===== src/rtl/cpu_ctrl_pkg.sv =====
// Shared definitions for the pipeline control blocks: the stall FSM state
// encoding and default sizing constants.
package cpu_ctrl_pkg;

  typedef enum logic [1:0] {
    RUN      = 2'd0,
    MEM_WAIT = 2'd1,
    ERROR    = 2'd2
  } state_e;

  localparam int DEF_CNT_W       = 16;
  localparam int DEF_WAIT_W      = 8;
  localparam int DEF_MEM_TIMEOUT = 200;

endpackage


===== src/rtl/pipeline_stall_controller_sat_counter.sv =====
// Saturating up-counter with a synchronous clear; clear wins over increment,
// and the count holds at all-ones instead of wrapping.
module sat_counter #(
  parameter int W = 8
) (
  input  logic         clk_i,
  input  logic         rst_i,
  input  logic         inc_i,
  input  logic         clr_i,
  output logic [W-1:0] count_o
);

  localparam logic [W-1:0] ONE = W'(1);
  localparam logic [W-1:0] MAX = {W{1'b1}};

  logic [W-1:0] r_count;

  always_ff @(posedge clk_i or posedge rst_i) begin
    if (rst_i) begin
      r_count <= '0;
    end else if (clr_i) begin
      r_count <= '0;
    end else if (inc_i && (r_count != MAX)) begin
      r_count <= r_count + ONE;
    end
  end

  assign count_o = r_count;

endmodule


===== src/rtl/pipeline_stall_controller.sv =====
// Central stall/flush sequencer: merges load-use, branch redirect and the
// data-memory handshake into per-stage write enables, flushes and PC write.
module pipeline_stall_controller
  import cpu_ctrl_pkg::*;
#(
  parameter int CNT_W       = DEF_CNT_W,
  parameter int WAIT_W      = DEF_WAIT_W,
  parameter int MEM_TIMEOUT = DEF_MEM_TIMEOUT
) (
  input  logic             clk_i,
  input  logic             rst_i,
  input  logic             LoadUse_i,
  input  logic             BranchTaken_i,
  input  logic             DMemReq_i,
  input  logic             DMemReady_i,
  output logic             PCWrite_o,
  output logic             IFIDWrite_o,
  output logic             IFIDFlush_o,
  output logic             IDEXFlush_o,
  output logic             EXMEMWrite_o,
  output logic             MEMWBFlush_o,
  output logic             Error_o,
  output logic [CNT_W-1:0] StallCnt_o
);

  // The wait counter already holds MEM_TIMEOUT-1 when the last allowed wait
  // cycle is seen, so reaching the limit means comparing against one less.
  localparam logic [WAIT_W-1:0] TIMEOUT_M1 = WAIT_W'(MEM_TIMEOUT - 1);

  state_e            r_state;
  state_e            w_nextState;
  logic              w_freeze;
  logic              w_waitInc;
  logic              w_waitClr;
  logic              w_stallInc;
  logic [WAIT_W-1:0] w_waitCnt;

  always_ff @(posedge clk_i or posedge rst_i) begin
    if (rst_i) begin
      r_state <= RUN;
    end else begin
      r_state <= w_nextState;
    end
  end

  always_comb begin
    w_nextState = r_state;
    w_freeze    = 1'b0;
    w_waitInc   = 1'b0;
    w_waitClr   = 1'b0;
    unique case (r_state)
      RUN: begin
        if (DMemReq_i && !DMemReady_i) begin
          w_freeze    = 1'b1;
          w_waitInc   = 1'b1;
          w_nextState = MEM_WAIT;
        end
      end
      MEM_WAIT: begin
        // A ready on the timeout cycle still releases the pipeline.
        if (DMemReady_i) begin
          w_waitClr   = 1'b1;
          w_nextState = RUN;
        end else begin
          w_freeze  = 1'b1;
          w_waitInc = 1'b1;
          if (w_waitCnt == TIMEOUT_M1) begin
            w_nextState = ERROR;
          end
        end
      end
      ERROR: begin
        w_freeze = 1'b1;
      end
      default: begin
        w_nextState = RUN;
      end
    endcase
  end

  always_comb begin
    PCWrite_o    = 1'b1;
    IFIDWrite_o  = 1'b1;
    IFIDFlush_o  = 1'b0;
    IDEXFlush_o  = 1'b0;
    EXMEMWrite_o = 1'b1;
    MEMWBFlush_o = 1'b0;
    if (rst_i) begin
      PCWrite_o    = 1'b0;
      IFIDWrite_o  = 1'b0;
      EXMEMWrite_o = 1'b0;
    end else if (w_freeze) begin
      PCWrite_o    = 1'b0;
      IFIDWrite_o  = 1'b0;
      EXMEMWrite_o = 1'b0;
      MEMWBFlush_o = 1'b1;
    end else if (BranchTaken_i) begin
      IFIDFlush_o = 1'b1;
      IDEXFlush_o = 1'b1;
    end else if (LoadUse_i) begin
      PCWrite_o   = 1'b0;
      IFIDWrite_o = 1'b0;
      IDEXFlush_o = 1'b1;
    end
  end

  assign Error_o    = (r_state == ERROR);
  assign w_stallInc = !PCWrite_o && !rst_i;

  sat_counter #(.W(CNT_W)) u_stallCnt (
    .clk_i   (clk_i),
    .rst_i   (rst_i),
    .inc_i   (w_stallInc),
    .clr_i   (1'b0),
    .count_o (StallCnt_o)
  );

  sat_counter #(.W(WAIT_W)) u_waitCnt (
    .clk_i   (clk_i),
    .rst_i   (rst_i),
    .inc_i   (w_waitInc),
    .clr_i   (w_waitClr),
    .count_o (w_waitCnt)
  );

endmodule


===== config.mk =====
export PLATFORM = sky130hd
export DESIGN_NAME = pipeline_stall_controller
export DESIGN_NICKNAME = d
export VERILOG_FILES = /design/src/rtl/cpu_ctrl_pkg.sv /design/src/rtl/pipeline_stall_controller_sat_counter.sv /design/src/rtl/pipeline_stall_controller.sv
export SDC_FILE = /design/constraint.sdc
export NUM_CORES = 1
export LEC_CHECK = 0
export CAP_MARGIN = 20
export CORE_MARGIN = 2
export CORE_UTILIZATION = 35
export CTS_CLUSTER_DIAMETER = 80
export DETAILED_ROUTE_END_ITERATION = 10
export HOLD_SLACK_MARGIN = 0.03
export PLACE_DENSITY_LB_ADDON = 0.25
export SYNTH_ARGS = -nofsm -noshare
export SYNTH_HDL_FRONTEND = slang
export SYNTH_SLANG_ARGS = --single-unit

===== constraint.sdc =====
create_clock -name clk_i -period 1.7 [get_ports clk_i]
set_clock_uncertainty 0.2 [all_clocks]
set_input_delay 0.17 -clock clk_i [delete_from_list [all_inputs] [get_ports clk_i]]
set_output_delay 0.17 -clock clk_i [all_outputs]
set_load 0.01 [all_outputs]

==> impl_metrics.tcl, run 1 <==
set metrics [dict create \
    dp.cells 253 \
    ir_worst_vdd_mv 0.809 \
    antennaDiodeCount 0 \
    grt_max_degree 27 \
    status "finished with violations" \
    row_count 22 \
    grt_antenna_before_repair 0 \
    tritoncts "built" \
    min_path_type "in -> async" \
    yosysSeqAreaShare 0.479 \
    core-area_um2 3690 \
    cts.clk_slew.worst_paths_ps 90 \
    wl_mm 3.68 \
    fin_nets 232 \
    timing.slew.headroom 0.767 \
    grt_pass1_wl_mm 6.05 \
    cp_top_family "flip-flops" \
    h-tree-depth 1 \
    routabilityCongestion 0.827 \
    ios 29 \
    grt-busiest-layer "met2" \
    root_buffer "clkbuf_8" \
    syn2layout_area_growth_pct 73.9 \
    syn-num-nets 142 \
    drive_above_1_share 0.448 \
    cpMostUsedCell "a211oi_4" \
    hold_buffers 0 \
    cellPowerDensity_nw_per_um2 932 \
    leakage_nw 1.27 \
    nFillCells 309 \
    dieArea_um2 4390 \
    crit_slowest_cell "dfrtp_1" \
    synth_area_um2 1360 \
    use_met2 0.319 \
    initial_core_util 0.368 \
    end_kind "register" \
    fin_crit_sh 1.15 \
    avgRoutedWirePerCell_um 13.6 \
    tns_ps -3410 \
    ys_ff_latch 26 \
    seq_area_um2 651 \
    drtAntennaViolNets 0 \
    worst_slew_pin_slew_ps 349 \
    start_kind "register" \
    drv_slew 0 \
    numCtsBuffers 3 \
    portBuffers 28 \
    clk_path_buf_depth 2 \
    crit_fanout 5 \
    max_freq_ghz 0.513 \
    worstSetupPathType "reg -> reg" \
    yosysWarnings 0 \
    die_h_um 66.3 \
    drtIter0Drc 40 \
    dp_hpwl_mm 2.55 \
    grt_usage 0.185 \
    first_global_vias 1375 \
    via_count 1310 \
    path_buf_inv 2 \
    clk_latency_ps 270 \
    cp.required_ps 1660 \
    via_per_inst 4.83 \
    rsz0062_at_grt "yes" \
    synthCells 134 \
    path_cells "or2_4 -> buf_6 -> a211oi_4 -> a211oi_4 -> buf_4 -> mux2_4" \
    violations "setup timing" \
    grt_use_met3 0.0341 \
    cap_violations 0 \
    hold_viol_final 0 \
    setup_ws_ps -249 \
    synth_cell_types 34 \
    min_period_ps 1950 \
    overflow 0 \
    layout.cells.non_filler 271 \
    avgSynthCellArea_um2 10.1 \
    dr.pass1.iters 4 \
    die_w_um 66.3 \
    multi_input_area_um2 801 \
    clock-sinks 26 \
    drc 0 \
    setup_viol 26 \
    slowest_delay_ps 410 \
    critPathArrivalTime_ps 1910 \
    grt.met1_usage 0.220 \
]
through the flow:
step	util	worst slack, ps	area [um2]	hold slack (ps)	total power, W
after floorplan	-	-158	1390	-133	0.00119
after global placement	0.557	-497	2050	338	0.00166
after detailed placement	0.557	-534	2050	351	0.00170
after CTS	0.595	-212	2200	180	0.00216
after global routing	0.640	-312	2360	206	0.00235
final	0.640	-249	2360	182	0.00220
state kept, by name, summed over array words and instances (netlist names):
| name | count |
|---|---|
| u_waitCnt.count_o | 8 |
| u_stallCnt.count_o | 16 |
| r_state | 2 |
final cells by class:
class / instances / share of cell area
Inverter: 4 / 0.00795
Sequential cell: 26 / 0.276
Clock buffer: 4 / 0.0233
Tap cell: 48 / 0.0254
Timing Repair Buffer: 87 / 0.329
Multi-Input combinational cell: 102 / 0.339
cells in the mapped netlist:
master	number	area, um2
a21oi_1	4	20.0
and4_1	2	17.5
xor2_1	3	26.3
a31o_2	1	8.76
nor2_2	1	6.26
nand3_1	8	40.0
buf_4	1	7.51
o211ai_2	1	12.5
xnor2_1	14	123
dfrtp_1	26	651
buf_6	1	11.3
and3_1	3	18.8
ha_1	2	25.0
inv_1	4	15.0
nor2_1	14	52.6
a211oi_2	1	12.5
a211oi_4	1	20.0
and4_4	1	11.3
nor3_1	3	15.0
and2b_1	1	7.51
or2_1	1	6.26
nand2b_1	2	12.5
mux2_2	3	33.8
o21a_1	1	7.51
nand3b_1	1	7.51
and2_1	2	12.5
nor4_1	2	12.5
nand4_1	10	62.6
or3_1	2	12.5
nand2_1	11	41.3
o21ai_0	3	15.0
nor3_2	1	10.0
nor2b_1	2	12.5
mux2i_1	1	10.0
final timing paths:
kind                            slack [ps]            startpoint                     end  cells after the start
worst max-delay path                  -250            r_state[0]   u_stallCnt.count_o[1]                      6
worst min-delay path                   180                 rst_i  u_stallCnt.count_o[14]                      3
worst max register to register        -250            r_state[0]   u_stallCnt.count_o[1]                      6
worst min register to register         370  u_waitCnt.count_o[7]    u_waitCnt.count_o[7]                      2
max in group asynchronous              860                 rst_i    u_waitCnt.count_o[3]                      3
min in group clk_i                     370  u_waitCnt.count_o[7]    u_waitCnt.count_o[7]                      2
timing repair:
action,4_1_cts,5_1_grt
setup buffers,5,10
gates resized for setup,44,31
pin swaps,16,11
endpoints found under the setup margin,29,47
report_power, final:
group / internal (W) / switching [W] / total [W]
Clock: 0.000207 / 0.000192 / 0.000400
Combinational: 0.000578 / 0.000419 / 0.000997
Sequential: 0.000738 / 0.0000667 / 0.000805
tightest hold or removal path, stage by stage:
cell	delay, ps
clkdlybuf4s50_1	470
clkinvlp_4	110
buf_4	320
kinds of logic (layout without fill, tap and decap cells):
logic type               Yosys count  after routing  share of synthesized area
flip-flops                        26             26                      0.479
XOR/XNOR                          17             17                      0.110
multiplexers                       4              4                     0.0323
AO/OA/AOI/OAI                     12             12                     0.0710
adder cells (fa/ha/maj)            2              2                     0.0184
AND/OR/NAND/NOR                   67             67                      0.265
buffers and inverters              6             95                     0.0249
layer usage:
| layer | up-vias | wire length, um |
|---|---|---|
| met5 | - | 0 |
| met4 | 0 | 68 |
| met3 | 4 | 140 |
| met2 | 25 | 1930 |
| met1 | 632 | 1550 |
| li1 | 649 | - |
layout by cell type (no fill, tap or decap), types with 2 or more instances in the layout:
master	count
buf_4	50
dfrtp_1	26
dlymetal6s2s_1	14
xnor2_1	13
buf_6	12
nand2_1	11
nor2_1	11
nand4_1	10
nand3_1	7
clkdlybuf4s50_1	6
clkbuf_8	4
inv_1	3
nor3_2	3
xor2_1	3
nor2_2	3
and3_1	3
mux2_4	3
o21ai_0	3
buf_2	3
nor4_2	2
a211oi_4	2
and4_1	2
a21oi_1	2
or3_1	2
ha_2	2
No activity file was read; power rests on OpenSTA's default activity.
==> inputs of run 2 (changes only) <==
==> constraint.sdc (replaced) <==
create_clock -name clk_i -period 2 [get_ports clk_i]
set_clock_uncertainty 0.2 [all_clocks]
set_input_delay 0.2 -clock clk_i [delete_from_list [all_inputs] [get_ports clk_i]]
set_output_delay 0.2 -clock clk_i [all_outputs]
set_load 0.01 [all_outputs]
==> run 2 against run 1 <==
Die area did not move. Via count fell by 11%. Critical path depth up 2. Routed wire length decreased by 13%. Power is 25% lower. Non-clock buffer count shrank 36. Sequential power is 8.0% lower. Highest routed layer unchanged. Maximum frequency down 5.6%. Final cell count down 13%. Sequential share of layout area increased by 5.6 points. The flow still finishes with violations (setup timing).
==> impl_metrics.tcl, run 2 (synthesized netlist as in run 1, its figures left out) <==
set metrics [dict create \
    start_kind "register" \
    violations "setup timing" \
    setup_viol 4 \
    dieArea_um2 4390 \
    worstSetupPathType "reg -> reg" \
    final_util 0.532 \
    drv_slew 0 \
    syn2layout_area_growth_pct 44.6 \
    end_kind "register" \
    use_met2 0.270 \
    core-area_um2 3690 \
    first_global_vias 1182 \
    crit_slowest_cell "dfrtp_1" \
    clock-sinks 26 \
    ir_worst_vdd_mv 0.607 \
    leakage_nw 0.864 \
    grt_pass1_wl_mm 5.32 \
    drtIter0Drc 71 \
    hold_ws_ps 67.3 \
    clk_path_buf_depth 2 \
    power_w 0.00164 \
    ios 29 \
    cp.required_ps 1950 \
    place_ws_ps -356 \
    grt_antenna_before_repair 0 \
    antennaDiodeCount 0 \
    grt_use_met3 0.0273 \
    cts.clk_slew.worst_paths_ps 90 \
    grt_usage 0.158 \
    max_freq_ghz 0.484 \
    min_path_type "in -> async" \
    avgRoutedWirePerCell_um 13.6 \
    critPathArrivalTime_ps 2020 \
    row_count 22 \
    routabilityCongestion 0.786 \
    rsz0062_at_grt "yes" \
    via_count 1162 \
    portBuffers 28 \
    hold_buffers 0 \
    hold_viol_final 0 \
    grt_max_degree 22 \
    h-tree-depth 1 \
    die_h_um 66.3 \
    min_period_ps 2060 \
    grt.met1_usage 0.198 \
    dr.pass1.iters 4 \
    setup_ws_ps -64.8 \
    worst_slew_pin_slew_ps 525 \
    die_w_um 66.3 \
    grt-busiest-layer "met2" \
    fin_nets 196 \
    largest_register_ffs 16 \
    cap_violations 0 \
    rrSetupSlack_ps -60 \
    fin_crit_sh 1.03 \
    final_cell_mix "dfrtp_1 (26), clkdlybuf4s50_1 (21), buf_4 (17)" \
    dp_hpwl_mm 2.20 \
    cellPowerDensity_nw_per_um2 837 \
    clk_latency_ps 260 \
    slowest_delay_ps 420 \
    numCtsBuffers 3 \
    tritoncts "built" \
    drive_above_1_share 0.262 \
    wl_mm 3.21 \
    drtAntennaViolNets 0 \
    drc 0 \
    via_per_inst 4.94 \
    status "finished with violations" \
    initial_core_util 0.368 \
    timing.slew.headroom 0.649 \
    overflow 0 \
    mostFrequentLayoutCell "dfrtp_1" \
    root_buffer "clkbuf_8" \
    crit_fanout 4 \
    path_cells "or2_4 -> buf_6 -> a211oi_4 -> buf_6 -> a211oi_4 -> buf_4 -> and4_1 -> xor2_1" \
]
[run 2: repair_timing]
action                                  CTS  global route
pin swaps                                 4             3
endpoints found under the setup margin    8            21
setup buffers                             6             1
resized for setup                        23            15
[run 2: cell type report]
| type | count | area, um2 |
|---|---|---|
| clock buffer | 4 | 55.1 |
| fill | 351 | 1730 |
| inverter | 4 | 15.0 |
| multi-input combinational | 102 | 726 |
| sequential | 26 | 651 |
| tap | 48 | 60.1 |
| timing repair buffer | 51 | 457 |
[run 2: path summary, 6_finish.rpt]
kind,startpoint,end,cells after the start
worst max-delay path,r_state[0],u_stallCnt.count_o[4],8
worst min-delay path,rst_i,r_state[0],3
worst max register to register,r_state[0],u_stallCnt.count_o[4],8
worst min register to register,u_stallCnt.count_o[11],u_stallCnt.count_o[11],1
max in group asynchronous,rst_i,u_stallCnt.count_o[6],3
min in group clk_i,u_stallCnt.count_o[11],u_stallCnt.count_o[11],1
[run 2: worst max-delay path, delay by kind of cell, from the launching register on]
family                 cells  cell delay [ps]
AO/OA/AOI/OAI              2              280
XOR/XNOR                   1              140
buffers and inverters      3              440
flip-flops                 1              420
AND/OR/NAND/NOR            2              470
[run 2: report_power, final]
part           total (W)  switching (W)  internal, W  leakage (nW)
clock           0.000339       0.000163     0.000176        0.0288
sequential      0.000741       0.000113     0.000628         0.343
combinational   0.000562       0.000241     0.000321         0.491
[run 2: routing by layer]
layer | up-vias | wire length [um] | part of all wire
li1 | 573 | - | -
met1 | 558 | 1460 | 0.45
met2 | 27 | 1600 | 0.50
met3 | 4 | 116 | 0.036
met4 | 0 | 38 | 0.012
met5 | - | 0 | 0
[run 2: stage by stage]
stage | instances | setup TNS [ps] | cell area [um2]
3_3_place_gp | 224 | -2740 | 1800
3_5_place_dp | 224 | -3780 | 1800
4_1_cts | 234 | -168 | 1920
2_1_floorplan | 134 | 0 | 1360
6_report | 235 | -93.9 | 1960
5_1_grt | 235 | -1080 | 1960
==> RTL edit 1, RTL diff (config.mk and constraints of run 2) <==
Change the package constant `DEF_CNT_W` from 16 to 14.
--- a/src/rtl/cpu_ctrl_pkg.sv
+++ b/src/rtl/cpu_ctrl_pkg.sv
@@ -8,7 +8,7 @@
     ERROR    = 2'd2
   } state_e;
 
-  localparam int DEF_CNT_W       = 16;
+  localparam int DEF_CNT_W       = 14;
   localparam int DEF_WAIT_W      = 8;
   localparam int DEF_MEM_TIMEOUT = 200;
 
Ports: changed (resized StallCnt_o); port bits go from 29 to 27. The function was not compared with the original's and may differ.
==> RTL edit 1 against run 2 <==
Area after synthesis fell by 7.1%. Via count down 12%. Combinational power decreased by 9.8%. Total power down 6.7%. Worst setup slack better by 0.12 ns. Sequential share of layout area rose by 1.2 points. Count of clock-buffer cells in the layout is 1 lower. Maximum frequency up 6.3%. Routed wire length decreased by 19%. Sequential cell count is 2 lower. Cell area fell by 11%. Clock power rose by 3%.
==> RTL edit 1: results (changes against run 2) <==
[clocking]
cts_inserted_buffers = 3  ; unchanged
htreeDepth = 1  ; unchanged
clock_path_buffers = 2  ; unchanged
clk_pin_slew_ns = 0.14  ; was 0.09 ns
clk_latency_ns = 0.32  ; was 0.26 ns
root_buffer = clkbuf_4  ; was clkbuf_8

[hold_path]
min_path_type = input port to async pin  ; unchanged

[worst_setup_path]
crit_path_start_kind = flip-flop  ; unchanged
critical_path.max_fanout = 6  ; was 4
worstRegToRegCells = 6  ; was 8
worstSetupEndpoint = u_stallCnt.count_o[13]$_DFFE_PP0P_  ; was u_stallCnt.count_o[4]$_DFFE_PP0P_
r2r_slack_ns = 0.06  ; was -0.06 ns
r2r-end = u_stallCnt.count_o[13]$_DFFE_PP0P_  ; was u_stallCnt.count_o[4]$_DFFE_PP0P_
timing.rr.start = r_state[1]$_DFFE_PP0P_  ; was r_state[0]$_DFFE_PP0P_

[timing]
hold_ws_ns = 0.235  ; was 0.0673 ns
slew_headroom_pct = 74.4  ; was 64.9%
fmax_ghz = 0.515  ; was 0.484 GHz

[route]
drtIter0Drc = 41  ; was 71
first_pass_iters = 4  ; unchanged
routed_wl_um = 2580  ; was 3210 um
num_vias = 1019  ; was 1162

[synthesis]
synth_area_leaders = dfrtp_1 48%, xnor2_1 6.3%, xor2_1 5.6%, nor2_1 3.6%, nor4_4 3.4%  ; was dfrtp_1 48%, xnor2_1 9.0%, nand4_1 4.6%, nor2_1 3.9%, nand2_1 3.0%
synth_cell_types = 31  ; was 34
ys_seq_area_share_pct = 47.6  ; was 47.9%
yosys_most_used_dff = dfrtp_1  ; unchanged
yosys_warnings = 0  ; unchanged
synthArstFlopShare_pct = 100  ; unchanged
synthesis.nets = 127  ; was 142
synth_common_cells = 24 x dfrtp_1, 12 x nor2_1, 9 x xnor2_1  ; was 26 x dfrtp_1, 14 x nor2_1, 14 x xnor2_1

[placed_design]
dpl_worst_slack_ns = -0.387  ; was -0.356 ns
portBuffers = 26  ; was 28
gp_congestion = 0.796  ; was 0.786
dp_hpwl_um = 1960  ; was 2200 um

[power_and_ir_drop]
vdd_drop_max_mv = 0.518  ; was 0.607 mV
p_leak_nw = 0.796  ; was 0.864 nW

[global_routing]
grt-busiest-layer = met2  ; unchanged
grtUsageMet3_pct = 3.17  ; was 2.73%
grt_max_degree = 25  ; was 22
grt_first_pass_wirelength_um = 4590  ; was 5320 um
gr-usage-all-layers_pct = 14.1  ; was 15.8%
met2_usage_pct = 25.4  ; was 27.0%
antenna_found_initial = 0  ; unchanged
globalRouteMet1Util_pct = 16.4  ; was 19.8%

[cells_and_area]
antenna_cells = 0  ; unchanged
largest_reg_flops = 14  ; was 16
drive_gt1_share_pct = 23.3  ; was 26.2%
nets = 172  ; was 196

[run_status]
status = finished, final reports clean  ; was finished with violations

[RTL edit 1: cell type report]
type / count / area [um2]
Inverter: 5 / 18.8
Timing Repair Buffer: 42 / 367
Sequential cell: 24 / 601
Multi-Input combinational cell: 88 / 653
Clock inverter: 1 / 30.0
Fill cell: 319 / 1640
Tap cell: 46 / 57.6
Clock buffer: 3 / 22.5
[RTL edit 1: per-layer routing]
metal / share of wire (%) / routed length, um
met5: 0 / 0
met4: 1.2 / 31
met3: 2.8 / 72
met2: 53 / 1370
met1: 43 / 1110
[RTL edit 1: where the power goes]
part	internal [mW]	leakage, nW	switching (mW)	total (mW)
combinational	0.287	0.454	0.220	0.507
clock	0.203	0.0279	0.148	0.350
sequential	0.580	0.314	0.0945	0.674
[RTL edit 1: cell families after synthesis]
kind of cell    share of synthesized area [%]
compound gates                           6.94
xor+xnor                                 11.8
fa+ha+maj                                1.98
buf+inv                                  2.68
flops                                    47.6
mux                                      2.48
simple gates                             26.5
[RTL edit 1: critical path, stage by stage (launching register included)]
cell and delay [ns]:
dfrtp_1 0.42, nor2_2 0.22, a221oi_4 0.10, buf_4 0.16
nor4_4 0.40, and4_1 0.26, xor2_1 0.14
[RTL edit 1: worst min-delay path by stage]
stage,endpoint,cells after the start,startpoint
finish,u_stallCnt.count_o[1]$_DFFE_PP0P_,3,rst_i
global route,u_stallCnt.count_o[1]$_DFFE_PP0P_,3,rst_i
CTS,u_stallCnt.count_o[1]$_DFFE_PP0P_,3,rst_i
detailed placement,u_stallCnt.count_o[10]$_DFFE_PP0P_,1,u_stallCnt.count_o[10]$_DFFE_PP0P_
global placement,u_stallCnt.count_o[10]$_DFFE_PP0P_,1,u_stallCnt.count_o[10]$_DFFE_PP0P_
floorplan,r_state[0]$_DFFE_PP0P_,1,rst_i
[RTL edit 1: through the flow]
stage                     total power [mW]  utilization [%]  setup TNS, ns  instance area [um2]  cells
after floorplan                      0.910                -              0                 1260    119
after global placement                1.16             49.5          -2.32                 1680    204
after detailed placement              1.18             49.5          -2.88                 1680    204
after CTS                             1.54             51.2              0                 1730    208
after global routing                  1.63             51.6        -0.0237                 1750    209
final                                 1.53             51.6              0                 1750    209
[RTL edit 1: repair_timing]
action | in CTS | in global routing
gates cloned | 0 | 0
gates resized for setup | 29 | 3
setup endpoints to repair | 10 | 9
pin swaps | 1 | 1
buffers inserted | 0 | 1
==> RTL edit 2, RTL diff (config.mk and constraints of run 2) <==
Without the edit above. Reset style: synchronous (`rst_i`), changed in 2 clocked blocks.
--- a/src/rtl/pipeline_stall_controller_sat_counter.sv
+++ b/src/rtl/pipeline_stall_controller_sat_counter.sv
@@ -15,7 +15,7 @@
 
   logic [W-1:0] r_count;
 
-  always_ff @(posedge clk_i or posedge rst_i) begin
+  always_ff @(posedge clk_i) begin
     if (rst_i) begin
       r_count <= '0;
     end else if (clr_i) begin
--- a/src/rtl/pipeline_stall_controller.sv
+++ b/src/rtl/pipeline_stall_controller.sv
@@ -35,7 +35,7 @@
   logic              w_stallInc;
   logic [WAIT_W-1:0] w_waitCnt;
 
-  always_ff @(posedge clk_i or posedge rst_i) begin
+  always_ff @(posedge clk_i) begin
     if (rst_i) begin
       r_state <= RUN;
     end else begin
Behaviour: differs if rst_i is asserted again (counterexample within 4 cycles, from zero or initial values and one cycle with rst_i high); with rst_i held inactive, the same outputs for 10 cycles.
==> RTL edit 2 against run 2 <==
Critical path depth is 1 lower. Global-route usage hardly changed. Sequential cell count stayed put. Cell area is 3.6% higher. First-iteration DRC count is 46% lower. Worst setup slack better by 0.12 ns. Area after synthesis is 0.92% higher. Routed wire length is 0.25% lower. Critical endpoint is now u_stallCnt.count_o[15]$_SDFFE_PP0P_.
Power is not compared: it rests on default switching activity, and its combinational part moved more than twofold at a synthesized area within 25%.
==> RTL edit 2: results (changes against run 2) <==
[global_routing]
antenna_found_initial = 0  ; unchanged
grt_first_pass_wirelength_um = 5380  ; was 5320 um
grt_max_degree = 16  ; was 22
grt_pass1_vias = 1284  ; was 1182
gr-usage-all-layers_pct = 15.8  ; about the same

[clocking]
cts_inserted_buffers = 3  ; unchanged
clk_pin_slew_ns = 0.09  ; about the same
clk_latency_ns = 0.27
clock_path_buffers = 2  ; unchanged

[synthesis]
synth_area_leaders = dfxtp_1 38%, xnor2_1 7.0%, nor2_1 4.7%, mux2i_1 3.7%, nand3_1 3.7%  ; was dfrtp_1 48%, xnor2_1 9.0%, nand4_1 4.6%, nor2_1 3.9%, nand2_1 3.0%
synth_cell_types = 45  ; was 34
ys_seq_area_share_pct = 38.0  ; was 47.9%
yosys_warnings = 0  ; unchanged
synthesis.nets = 160  ; was 142
synth_common_cells = 26 x dfxtp_1, 17 x nor2_1, 11 x xnor2_1  ; was 26 x dfrtp_1, 14 x nor2_1, 14 x xnor2_1
yosys_most_used_dff = dfxtp_1  ; was dfrtp_1
synthArstFlopShare_pct = 0  ; was 100%

[worst_setup_path]
crit_arrival_ns = 1.91  ; was 2.02 ns
worstSetupEndpoint = u_stallCnt.count_o[15]$_SDFFE_PP0P_  ; was u_stallCnt.count_o[4]$_DFFE_PP0P_
worstSetupPathType = flip-flop to flip-flop  ; unchanged
worstRegToRegCells = 7  ; was 8
slowest_stage = dfxtp_2  ; was dfrtp_1
cp_slowest_stage_delay_ns = 0.35  ; was 0.42 ns
r2r_slack_ns = 0.06  ; was -0.06 ns
timing.rr.start = r_state[0]$_SDFFE_PP0P_  ; was r_state[0]$_DFFE_PP0P_
critical_path.max_fanout = 9  ; was 4

[cells_and_area]
drive_gt1_share_pct = 29.7  ; was 26.2%
largest_reg_flops = 16  ; unchanged
antenna_cells = 0  ; unchanged
nets = 221  ; was 196

[route]
wl_per_cell_um = 12.3  ; was 13.6 um
first_pass_iters = 4  ; unchanged
drtIter0Drc = 38  ; was 71
post_drt_via_cell_ratio = 4.91  ; was 4.94

[job]
drv_cap = 0  ; unchanged

[placed_design]
dp_hpwl_um = 2530  ; was 2200 um
dpl_worst_slack_ns = -0.245  ; was -0.356 ns
portBuffers = 28  ; unchanged
dpl_cell_area_mm2 = 0.00192  ; was 0.00180 mm2
gp_congestion = 0.708  ; was 0.786

[hold_path]
min_path_type = flip-flop to flip-flop  ; was input port to async pin
hold-path-cell-count = 1

[power_and_ir_drop]
p_leak_nw = 0.830
vdd_drop_max_mv = 0.324

[timing]
slew_headroom_pct = 74.6  ; was 64.9%
period_needed_ns = 1.94  ; was 2.06 ns

[run_status]
status = finished, final reports clean  ; was finished with violations

[RTL edit 2: cell types whose count changed in the layout (fill, tap and decap cells not counted), sizes merged, moves of 4 or more]
cell    change
dfrtp      -26
dfxtp      +26
buf         +6
nand4       -5
inv         +4
mux2i       +4
nand2b      +4
nor4        +4
[RTL edit 2: metrics by stage]
stage	cells	total power, mW
floorplan	152	0.609
global placement	254	0.680
detailed placement	254	0.684
CTS	260	1.12
global route	260	1.16
finish	260	1.11
[RTL edit 2: logic make-up after synthesis]
family	after synthesis	share of synthesized area, %
adder cells (fa/ha/maj)	2	1.83
XOR/XNOR	12	7.67
flip-flops	26	38.0
multiplexers	6	4.47
buffers and inverters	12	3.65
AO/OA/AOI/OAI	17	11.2
AND/OR/NAND/NOR	77	33.2
[RTL edit 2: repair_timing]
action                                  4_1_cts  5_1_grt
pin swaps                                     2        3
cloned                                        0        0
buffers inserted                              2        0
endpoints found under the setup margin        8        9
hold buffers                                  0        0
resized for setup                            16       11
[RTL edit 2: power by group]
group          leakage [nW]  internal (mW)  switching, mW  total (mW)
clock network        0.0357          0.268          0.168       0.436
logic                 0.582         0.0756         0.0652       0.141
registers             0.213          0.527        0.00633       0.533
total                 0.830          0.870          0.240        1.11
[RTL edit 2: final cells by class]
| type | count | area [um2] |
|---|---|---|
| timing repair buffer | 60 | 505 |
| sequential | 26 | 528 |
| inverter | 8 | 30.0 |
| clock inverter | 1 | 30.0 |
| clock buffer | 3 | 41.3 |
| multi-input combinational | 114 | 838 |
| fill | 347 | 1680 |
| tap | 48 | 60.1 |
[RTL edit 2: worst min-delay path by stage]
stage	slack [ns]	from	to
detailed placement	0.31	u_stallCnt.count_o[14]$_SDFFE_PP0P_	u_stallCnt.count_o[14]$_SDFFE_PP0P_
floorplan	0.20	DMemReady_i	r_state[1]$_SDFFE_PP0P_
global placement	0.29	u_stallCnt.count_o[14]$_SDFFE_PP0P_	u_stallCnt.count_o[14]$_SDFFE_PP0P_
global route	0.32	u_stallCnt.count_o[14]$_SDFFE_PP0P_	u_stallCnt.count_o[14]$_SDFFE_PP0P_
CTS	0.33	u_stallCnt.count_o[14]$_SDFFE_PP0P_	u_stallCnt.count_o[14]$_SDFFE_PP0P_
finish	0.29	u_stallCnt.count_o[14]$_SDFFE_PP0P_	u_stallCnt.count_o[14]$_SDFFE_PP0P_
[RTL edit 2: routing by layer]
metal / global-route usage [%] / vias up / part of all wire (%)
met5: 0 / - / 0
met1: 18.4 / 594 / 45
met2: 28.7 / 23 / 50
met4: 5.36 / 0 / 1.1
met3: 3.04 / 4 / 4.1
li1: - / 656 / -
